==> config.mk <==
export PLATFORM = sky130hd
export DESIGN_NAME = block_transfer_unit_flat
export DESIGN_NICKNAME = d
export VERILOG_FILES = /design/src/rtl/block_transfer_unit_if.sv /design/src/rtl/block_transfer_unit.sv /design/src/flat_wrapper.sv
export SDC_FILE = /design/constraint.sdc
export NUM_CORES = 1
export LEC_CHECK = 0
export CORE_ASPECT_RATIO = 1.25
export CORE_MARGIN = 10
export CORE_UTILIZATION = 30
export DETAILED_ROUTE_END_ITERATION = 16
export HOLD_SLACK_MARGIN = 0.06
export MAX_ROUTING_LAYER = met4
export PLACE_DENSITY_LB_ADDON = 0.1
export REMOVE_ABC_BUFFERS = 1
export SLEW_MARGIN = 20
export SYNTH_ARGS = -nofsm -noshare
export SYNTH_HDL_FRONTEND = slang
export SYNTH_SLANG_ARGS = --single-unit
==> constraint.sdc <==
create_clock -name clk -period 9.6 [get_ports clk]
set_clock_uncertainty 0.05 [all_clocks]
set_input_delay 1.92 -clock clk [delete_from_list [all_inputs] [get_ports clk]]
set_output_delay 1.92 -clock clk [all_outputs]
set_load 0.05 [all_outputs]
==> src/rtl/block_transfer_unit_if.sv <==
// Data memory port: the transfer unit drives address, write data and write
// enable, and the memory returns read data combinationally from the address.
interface block_transfer_unit_if;
    logic [31:0] mem_A;
    logic [31:0] mem_WD;
    logic        mem_WE;
    logic [31:0] mem_RD;

    modport master (output mem_A, output mem_WD, output mem_WE, input mem_RD);
    modport slave  (input mem_A, input mem_WD, input mem_WE, output mem_RD);
endinterface

==> src/rtl/block_transfer_unit.sv <==
// LDM/STM sequencer: moves one register per cycle between the register file
// and data memory in ascending order, then writes back the updated base.
module block_transfer_unit #(
    parameter int unsigned ADDR_STEP = 1
) (
    input  logic                  clk,
    input  logic                  rst,
    input  logic                  start,
    input  logic                  load,
    input  logic [1:0]            mode,
    input  logic                  wb_en,
    input  logic [3:0]            base_reg,
    input  logic [31:0]           base_val,
    input  logic [15:0]           reg_list,
    output logic [3:0]            rf_raddr,
    input  logic [31:0]           rf_rdata,
    output logic                  rf_we,
    output logic [3:0]            rf_waddr,
    output logic [31:0]           rf_wdata,
    block_transfer_unit_if.master mem,
    output logic                  busy,
    output logic                  done
);
    localparam logic [31:0] STEP = 32'(ADDR_STEP);

    typedef enum logic [2:0] {
        S_IDLE, S_SETUP, S_XFER, S_WB, S_DONE
    } state_t;

    state_t      state_q, state_d;
    logic        load_q, load_d;
    logic [1:0]  mode_q, mode_d;
    logic        wb_en_q, wb_en_d;
    logic [3:0]  base_reg_q, base_reg_d;
    logic [31:0] base_val_q, base_val_d;
    logic [15:0] list_q, list_d;
    logic [15:0] rem_q, rem_d;
    logic [31:0] addr_q, addr_d;

    logic [4:0]  n_cnt;
    logic [3:0]  cur_reg;
    logic        last_xfer;
    logic [31:0] n_step;
    logic [31:0] start_addr;
    logic [31:0] wb_val;
    logic        base_in_list;
    logic [31:0] mem_wd;
    logic        mem_we;

    // Word count over the latched list; current register is the lowest bit still pending.
    always_comb begin
        n_cnt = '0;
        for (int i = 0; i < 16; i++) n_cnt = n_cnt + {4'b0, list_q[i]};
        cur_reg = '0;
        for (int i = 15; i >= 0; i--) if (rem_q[i]) cur_reg = 4'(i);
    end

    assign last_xfer    = (rem_q & (rem_q - 16'd1)) == 16'd0;
    assign n_step       = 32'(n_cnt) * STEP;
    assign base_in_list = list_q[base_reg_q];
    assign wb_val       = mode_q[0] ? base_val_q + n_step : base_val_q - n_step;

    // mode = {P,U}: decrementing modes start below the base so the lowest register lands lowest.
    always_comb begin
        case (mode_q)
            2'b01:   start_addr = base_val_q;
            2'b11:   start_addr = base_val_q + STEP;
            2'b00:   start_addr = base_val_q - n_step + STEP;
            default: start_addr = base_val_q - n_step;
        endcase
    end

    always_ff @(posedge clk or negedge rst) begin
        if (!rst) begin
            state_q    <= S_IDLE;
            load_q     <= 1'b0;
            mode_q     <= '0;
            wb_en_q    <= 1'b0;
            base_reg_q <= '0;
            base_val_q <= '0;
            list_q     <= '0;
            rem_q      <= '0;
            addr_q     <= '0;
        end else begin
            state_q    <= state_d;
            load_q     <= load_d;
            mode_q     <= mode_d;
            wb_en_q    <= wb_en_d;
            base_reg_q <= base_reg_d;
            base_val_q <= base_val_d;
            list_q     <= list_d;
            rem_q      <= rem_d;
            addr_q     <= addr_d;
        end
    end

    always_comb begin
        state_d = state_q;
        case (state_q)
            S_IDLE:  if (start) state_d = S_SETUP;
            S_SETUP: state_d = (n_cnt == 5'd0) ? S_DONE : S_XFER;
            S_XFER:  if (last_xfer) state_d = S_WB;
            S_WB:    state_d = S_DONE;
            S_DONE:  state_d = S_IDLE;
            default: state_d = S_IDLE;
        endcase
    end

    always_comb begin
        load_d     = load_q;
        mode_d     = mode_q;
        wb_en_d    = wb_en_q;
        base_reg_d = base_reg_q;
        base_val_d = base_val_q;
        list_d     = list_q;
        rem_d      = rem_q;
        addr_d     = addr_q;
        case (state_q)
            S_IDLE: begin
                if (start) begin
                    load_d     = load;
                    mode_d     = mode;
                    wb_en_d    = wb_en;
                    base_reg_d = base_reg;
                    base_val_d = base_val;
                    list_d     = reg_list;
                    rem_d      = reg_list;
                end
            end
            S_SETUP: if (n_cnt != 5'd0) addr_d = start_addr;
            S_XFER: begin
                rem_d = rem_q & (rem_q - 16'd1);
                // Address stays on the last word so mem_A holds it after the burst.
                if (!last_xfer) addr_d = addr_q + STEP;
            end
            default: ;
        endcase
    end

    always_comb begin
        rf_raddr = '0;
        rf_we    = 1'b0;
        rf_waddr = '0;
        rf_wdata = '0;
        mem_wd   = '0;
        mem_we   = 1'b0;
        busy     = 1'b0;
        done     = 1'b0;
        case (state_q)
            S_SETUP: busy = 1'b1;
            S_XFER: begin
                busy = 1'b1;
                if (load_q) begin
                    rf_we    = 1'b1;
                    rf_waddr = cur_reg;
                    rf_wdata = mem.mem_RD;
                end else begin
                    rf_raddr = cur_reg;
                    mem_wd   = rf_rdata;
                    mem_we   = 1'b1;
                end
            end
            S_WB: begin
                busy = 1'b1;
                // A loaded base register keeps the value read from memory.
                if (wb_en_q && !(load_q && base_in_list)) begin
                    rf_we    = 1'b1;
                    rf_waddr = base_reg_q;
                    rf_wdata = wb_val;
                end
            end
            S_DONE: done = 1'b1;
            default: ;
        endcase
    end

    assign mem.mem_A  = addr_q;
    assign mem.mem_WD = mem_wd;
    assign mem.mem_WE = mem_we;

endmodule
==> src/flat_wrapper.sv <==
// flat-port wrapper written by rule: the top's interface ports become plain ports
module block_transfer_unit_flat 
#(
    parameter int unsigned ADDR_STEP = 1
)
  (clk, rst, start, load, mode, wb_en, base_reg, base_val, reg_list, rf_raddr, rf_rdata, rf_we, rf_waddr, rf_wdata, busy, done, mem_mem_A, mem_mem_WD, mem_mem_WE, mem_mem_RD);
  block_transfer_unit_if mem_i ();
  input  logic clk;
  input  logic rst;
  input  logic start;
  input  logic load;
  input  logic [1:0] mode;
  input  logic wb_en;
  input  logic [3:0] base_reg;
  input  logic [31:0] base_val;
  input  logic [15:0] reg_list;
  output logic [3:0] rf_raddr;
  input  logic [31:0] rf_rdata;
  output logic rf_we;
  output logic [3:0] rf_waddr;
  output logic [31:0] rf_wdata;
  output logic busy;
  output logic done;
  output wire logic [$bits(mem_i.mem_A)-1:0] mem_mem_A;
  output wire logic [$bits(mem_i.mem_WD)-1:0] mem_mem_WD;
  output wire logic [$bits(mem_i.mem_WE)-1:0] mem_mem_WE;
  input wire logic [$bits(mem_i.mem_RD)-1:0] mem_mem_RD;
  assign mem_mem_A = mem_i.mem_A;
  assign mem_mem_WD = mem_i.mem_WD;
  assign mem_mem_WE = mem_i.mem_WE;
  assign mem_i.mem_RD = mem_mem_RD;
  block_transfer_unit #(.ADDR_STEP(ADDR_STEP)) u_core (.clk(clk), .rst(rst), .start(start), .load(load), .mode(mode), .wb_en(wb_en), .base_reg(base_reg), .base_val(base_val), .reg_list(reg_list), .rf_raddr(rf_raddr), .rf_rdata(rf_rdata), .rf_we(rf_we), .rf_waddr(rf_waddr), .rf_wdata(rf_wdata), .mem(mem_i), .busy(busy), .done(done));
endmodule
==> summary.md, run 1 <==
| Metric | Value |
|---|---|
| Vias in the first global route | about 11000 |
| Critical Path AT | a little over 7 ns |
| Clock Latency Late Sink | 0.39 ns |
| Period utilisation layout | between 90% and 100% |
| Fill count | around 3500 |
| Die area | roughly 42000 µm² |
| GR Layer Usage met1 | around 25% |
| Worst Tran Pin Value | between 1 and 1.5 ns |
| Routed Antenna Nets | 0 |
| ANT cells | 0 |
| Storage cell area | 2680 µm² |
| Max_cap viols | 0 |
| Final Max Tran Viols | 0 |
| Crit path buf inv count | 4 |
| Req. time, crit path | between 7 and 8 ns |
| Initial Util | 30.3% |
| Max Root-Sink Buffers | 2 |
| DR vias | around 11000 |
| Synth async-reset ratio | 100% |
| Worst Hold Depth | 2 |
| Chip Width | ~180 µm |
| TritonRoute pass-1 iters | 5 |
| DR DRC count | 0 |
| Final Hold Viols | 0 |
| Launch point of the worst reg-to-reg path | u_core.list_q[0] |
| Starting DRC count in detailed routing | approximately 830 |
| Post-synth EDFFs | 0 |
| Global routing usage on met2 | between 30% and 40% |
| Root Buffer | clkbuf_16 |
| Count of input and output buffers | 230 |
| WL final | approximately 42000 µm |
| CTS H-Tree Depth | 3 |
| CTS buffer count | 9 |
| Cts hold-fix bufs | 0 |
| Nets | 1716 |
| Hold Path Sink | u_core.list_q[0] |
| Syn. warnings | 0 |
| CP Class | reg -> out |
| Area delta synth->final | 29.5% |
| Routed vias/inst | 5.40 |
| Commonest non-fill, non-tap cell in the layout | nand2_1 |
| Post-synthesis area per instance | between 7 and 8 µm² |
| Highest clock rate | about 110 MHz |
| Startpoint Class | flip-flop |
| Unique masters post-synth | 84 |
| Crit-path cells | ha_1, inv_1, fa_1, fa_1, fa_1, fa_1, fa_1, fa_1, inv_1, ha_1, a21o_1, a21o_1, a21o_1, a21oi_1, nor4_1, buf_4, nand3_1, xor2_1, mux2i_1, a22o_1, clkdlybuf4s50_1 |
| CP max stage cell | clkdlybuf4s50_1 |
| TritonCTS clock tree | done |
| Routed wire per std cell | around 21 µm |
| Fin crit period | around 9 ns |
| Die height | ~230 µm |
| Worst hold start | u_core.list_q[0] |
| Most frequent cells in the layout | nand2_1 (282), clkdlybuf4s50_1 (222), o21ai_0 (124) |
| Core Area | ~33000 µm² |
| Cell with the most instances on the worst path | fa_1 |
| Initial antenna violation count | 0 |
| Reg clk slew, reported paths | 0.09 ns |
| Layout cells sized above 1 | about 5.3% |
| Largest delay share family, worst path | adder cells |
| Setup crit end kind | primary output |
| Slew HR | 30.4% |
| RSZ-0062 raised after global routing | false |
| Ys flop type | dfrtp_1 |
| Met3 GRT Util | 2.23% |
| Dpl hpwl | ~33000 µm |
| First-pass GRT wire length | roughly 64000 µm |
| Most Crowded Layer GR | met2 |
| Status | complete, no violations |
| Area occupied by multi-input gates | 6920 µm² |
| Post-Syn Instances | around 1400 |
| #FFs+latches synth | 107 |
| Crit path max fanout | 5 |
| IO Count | between 200 and 250 |
| Clock sinks | 107 |
| R2R setup slack | slightly above 2 ns |
| Max incr delay on CP | approximately 0.8 ns |
| Post-synthesis sequential area ratio | roughly a quarter |
| Final setup violation count | 0 |
| GR Overflow Total | 0 |
| GRT Total Usage | between 20% and 30% |
| Worst R2R End | u_core.mem.mem_A[28] |
| Setup bufs post-CTS | 0 |
| Netlist Area Pre-Place | around 10000 µm² |
| Hold WC Path Type | reg -> reg |
| FF-to-FF path depth | 20 |
| Routability congestion estimate | about 0.9 |
| FP Rows | 75 |
| Largest net degree at the start of global routing | 80 |
| Final setup TNS | 0 ns |
cells by family (layout without fill, tap and decap cells):
kind of cell,count (synthesis),after routing,share of synthesized area (%)
simple gates,645,645,30.7
compound gates,368,368,23.2
buf+inv,147,316,5.54
flops,107,107,26.5
xor+xnor,81,81,7.01
fa+ha+maj,36,36,5.27
mux,12,12,1.80
area by class of cell:
class,instances,share of cell area [%]
Multi-Input combinational cell,1142,52.8
Sequential cell,107,20.4
Timing Repair Buffer,252,18.9
Tap cell,423,4.04
Clock buffer,9,1.72
Inverter,48,1.37
Clock inverter,7,0.811
tightest hold or removal path, stage by stage, from the launching register on:
cell,delay [ns]
dfrtp_1,0.38
nand2_1,0.06
nand2_1,0.06
state kept, by name, indices dropped and copies added (netlist names):
signal,count
u_core.rem_q,16
u_core.state_q,3
u_core.base_val_q,32
u_core.wb_en_q,1
u_core.base_reg_q,4
u_core.load_q,1
u_core.mem.mem_A,32
u_core.list_q,16
u_core.mode_q,2
synthesized netlist by cell type (21+ instances only):
| master | n | area share [%] |
|---|---|---|
| a211oi_1 | 21 | 1.6 |
| a21oi_1 | 75 | 3.7 |
| and2_1 | 38 | 2.3 |
| clkbuf_1 | 90 | 3.3 |
| dfrtp_1 | 107 | 26 |
| ha_1 | 21 | 2.6 |
| inv_1 | 48 | 1.8 |
| nand2_1 | 282 | 10 |
| nand3_1 | 43 | 2.1 |
| nand4_1 | 24 | 1.5 |
| nor2_1 | 89 | 3.3 |
| nor3_1 | 36 | 1.8 |
| nor4_1 | 28 | 1.7 |
| o21ai_0 | 124 | 6.1 |
| xnor2_1 | 54 | 4.7 |
| xor2_1 | 27 | 2.3 |
how the worst max path moves through the flow:
| stage | from | to | slack (ns) | cells after the start |
|---|---|---|---|---|
| finish | u_core.list_q[0] | rf_wdata[19] | 0.44 | 21 |
| global route | u_core.list_q[0] | rf_wdata[28] | 0.09 | 22 |
| CTS | u_core.list_q[0] | rf_wdata[30] | 0.17 | 22 |
| detailed placement | u_core.list_q[0] | rf_wdata[30] | 0.58 | 22 |
| global placement | u_core.list_q[0] | rf_wdata[30] | 0.74 | 22 |
| floorplan | u_core.list_q[0] | rf_wdata[31] | 0.75 | 18 |
routing by layer:
layer | up-vias | routed length, µm
met5 | - | 0
met4 | 0 | 652
met3 | 39 | 1720
met2 | 271 | 21600
met1 | 5123 | 18200
li1 | 5293 | -
metrics by stage:
stage               cells  instance area [µm²]  util (%)  hold WS (ns)  setup WS [ns]
floorplan            1297                 9740         -         0.395          0.747
global placement     1972                12800      38.2         0.443          0.737
detailed placement   1972                12800      38.2         0.450          0.581
CTS                  1988                13100      39.2         0.473          0.171
global route         1988                13100      39.2         0.504         0.0901
finish               1988                13100      39.2         0.466          0.436
repair_timing:
action	in CTS	in global routing
gates resized for setup	0	6
hold endpoints to repair	0	0
setup endpoints to repair	0	7
Power of run 1 is not shown: default switching activity piles up to over one toggle a cycle in this logic, so the estimate is an artifact.
==> run 2: changes to the inputs <==
==> constraint.sdc (replaced) <==
create_clock -name clk -period 9.6 [get_ports clk]
set_clock_uncertainty 0.05 [all_clocks]
set_input_delay 1.44 -clock clk [delete_from_list [all_inputs] [get_ports clk]]
set_output_delay 1.44 -clock clk [all_outputs]
set_load 0.05 [all_outputs]
==> run 2 against run 1 <==
Final area shrank 0.11%. Critical path depth increased by 1. Largest cell class unchanged. Register-to-register slack got worse by 0.12 ns. Global-route usage about the same. Die area did not move. Via count is 2.1% higher. Worst setup slack gained 0.12 ns.
==> summary.md, run 2 (synthesized netlist as in run 1, its figures left out) <==
| Metric | Value |
|---|---|
| Crit path buf inv count | 4 |
| Max incr delay on CP | 0.86 ns |
| Hold WC Path Type | reg -> reg |
| GR Overflow Total | 0 |
| Final Hold Viols | 0 |
| WHS | roughly 0.47 ns |
| Most frequent cells in the layout | nand2_1 (282), clkdlybuf4s50_1 (229), o21ai_0 (124) |
| Cts hold-fix bufs | 0 |
| Routed wire per std cell | roughly 21 µm |
| Chip Width | 184 µm |
| DP Cell Count | just under 2000 |
| Count of input and output buffers | between 200 and 250 |
| Final setup TNS | 0 ns |
| Largest delay share family, worst path | adder cells |
| DR DRC count | 0 |
| Layout cells sized above 1 | 5.24% |
| Die area | between 40000 and 50000 µm² |
| CTS buffer count | 9 |
| Req. time, crit path | around 8.1 ns |
| Core Area | between 30000 and 40000 µm² |
| Period utilisation layout | about 94% |
| Critical Path AT | ~7.6 ns |
| Vias in the first global route | 10828 |
| Initial antenna violation count | 2 |
| CTS H-Tree Depth | 3 |
| Status | complete, no violations |
| Crit path max fanout | 6 |
| TritonCTS clock tree | done |
| Setup crit end kind | primary output |
| Die height | 225 µm |
| Area occupied by multi-input gates | 6920 µm² |
| Setup bufs post-CTS | 0 |
| Startpoint Class | flip-flop |
| Max_cap viols | 0 |
| Largest net degree at the start of global routing | 65 |
| GRT Total Usage | just over 20% |
| Routed Antenna Nets | 0 |
| Slew HR | a little over two fifths |
| Final WS setup | roughly 0.55 ns |
| CP max stage cell | clkdlybuf4s50_1 |
| Max Root-Sink Buffers | 2 |
| Final Max Tran Viols | 0 |
| Reg clk slew, reported paths | 0.09 ns |
| FP Rows | between 70 and 80 |
| Final setup violation count | 0 |
| Starting DRC count in detailed routing | 960 |
| Fill count | ~3500 |
| Routability congestion estimate | 0.937 |
| Dpl ws | roughly 0.75 ns |
| Clock sinks | ~110 |
| Nets | 1717 |
| Root Buffer | clkbuf_16 |
| Worst Tran Pin Value | just under 0.9 ns |
| Clock Latency Late Sink | between 0.3 and 0.4 ns |
| Dpl hpwl | ~33000 µm |
| Storage cell area | ~2700 µm² |
| Cell with the most instances on the worst path | fa_1 |
| RSZ-0062 raised after global routing | false |
| DR vias | about 11000 |
| Highest clock rate | between 100 and 150 MHz |
| WL final | ~42000 µm |
| Initial Util | a little under a third |
| IO Count | ~230 |
| First-pass GRT wire length | 65100 µm |
| CP Class | reg -> out |
| Area delta synth->final | 29.4% |
| Commonest non-fill, non-tap cell in the layout | nand2_1 |
| Routed vias/inst | 5.50 |
| TritonRoute pass-1 iters | 6 |
| Crit-path cells | ha_1, inv_1, fa_1, fa_1, fa_1, fa_1, inv_1, ha_1, nor2b_1, o21ai_0, nand2b_1, xnor2_1, inv_1, ha_1, nor2b_1, a211o_1, nand4_1, or4_1, o32ai_1, xnor2_1, o21ai_0, clkdlybuf4s50_1 |
| Final std cells w/o fill | ~2000 |
| Fin crit period | about 9 ns |
## run 2: layout make-up
class                           instances  share of cell area [%]
Inverter                               48                    1.38
Timing Repair Buffer                  253                    18.9
Sequential cell                       107                    20.4
Antenna cell                            2                  0.0382
Clock inverter                          6                   0.554
Clock buffer                           10                    1.82
Tap cell                              423                    4.04
Multi-Input combinational cell       1142                    52.8
## run 2: worst paths after layout
| path | startpoint | to | slack [ns] | cells past startpoint |
|---|---|---|---|---|
| worst min register to register | u_core.list_q[1] | u_core.list_q[1] | 0.47 | 2 |
| worst max-delay path | u_core.list_q[0] | rf_wdata[30] | 0.55 | 22 |
| worst max register to register | u_core.list_q[0] | u_core.mem.mem_A[28] | 1.95 | 20 |
| min in group asynchronous | rst | u_core.mem.mem_A[27] | 1.05 | 1 |
| max in group asynchronous | rst | u_core.base_val_q[22] | 7.12 | 2 |
| worst min-delay path | u_core.list_q[1] | u_core.list_q[1] | 0.47 | 2 |
## run 2: worst reg2reg max path: cells and delay by family, from the launching register on
family | cells | cell delay [ns]
buf+inv | 1 | 0.06
flops | 1 | 0.40
compound gates | 3 | 0.38
fa+ha+maj | 8 | 3.32
simple gates | 8 | 3.27
## run 2: per-layer routing
layer	part of all wire (%)	routed length [µm]	GRT usage, %	vias to the layer above
li1	-	-	-	5294
met3	4.7	1980	2.40	41
met1	42	17800	24.8	5264
met4	1.8	767	5.00	0
met2	51	21700	35.6	347
met5	0	0	-	-
## run 2: timing repair
| action | 4_1_cts | 5_1_grt |
|---|---|---|
| hold endpoints to repair | 0 | 0 |
| setup endpoints to repair | 0 | 2 |
| gates resized for setup | 0 | 1 |
## run 2: metrics by stage
stage | instance area (µm²) | utilization (%)
after detailed placement | 12800 | 38.2
final | 13100 | 39.2
after floorplan | 9740 | -
after global placement | 12800 | 38.2
after CTS | 13100 | 39.2
after global routing | 13100 | 39.2
Power of run 2 is left out for the same reason.
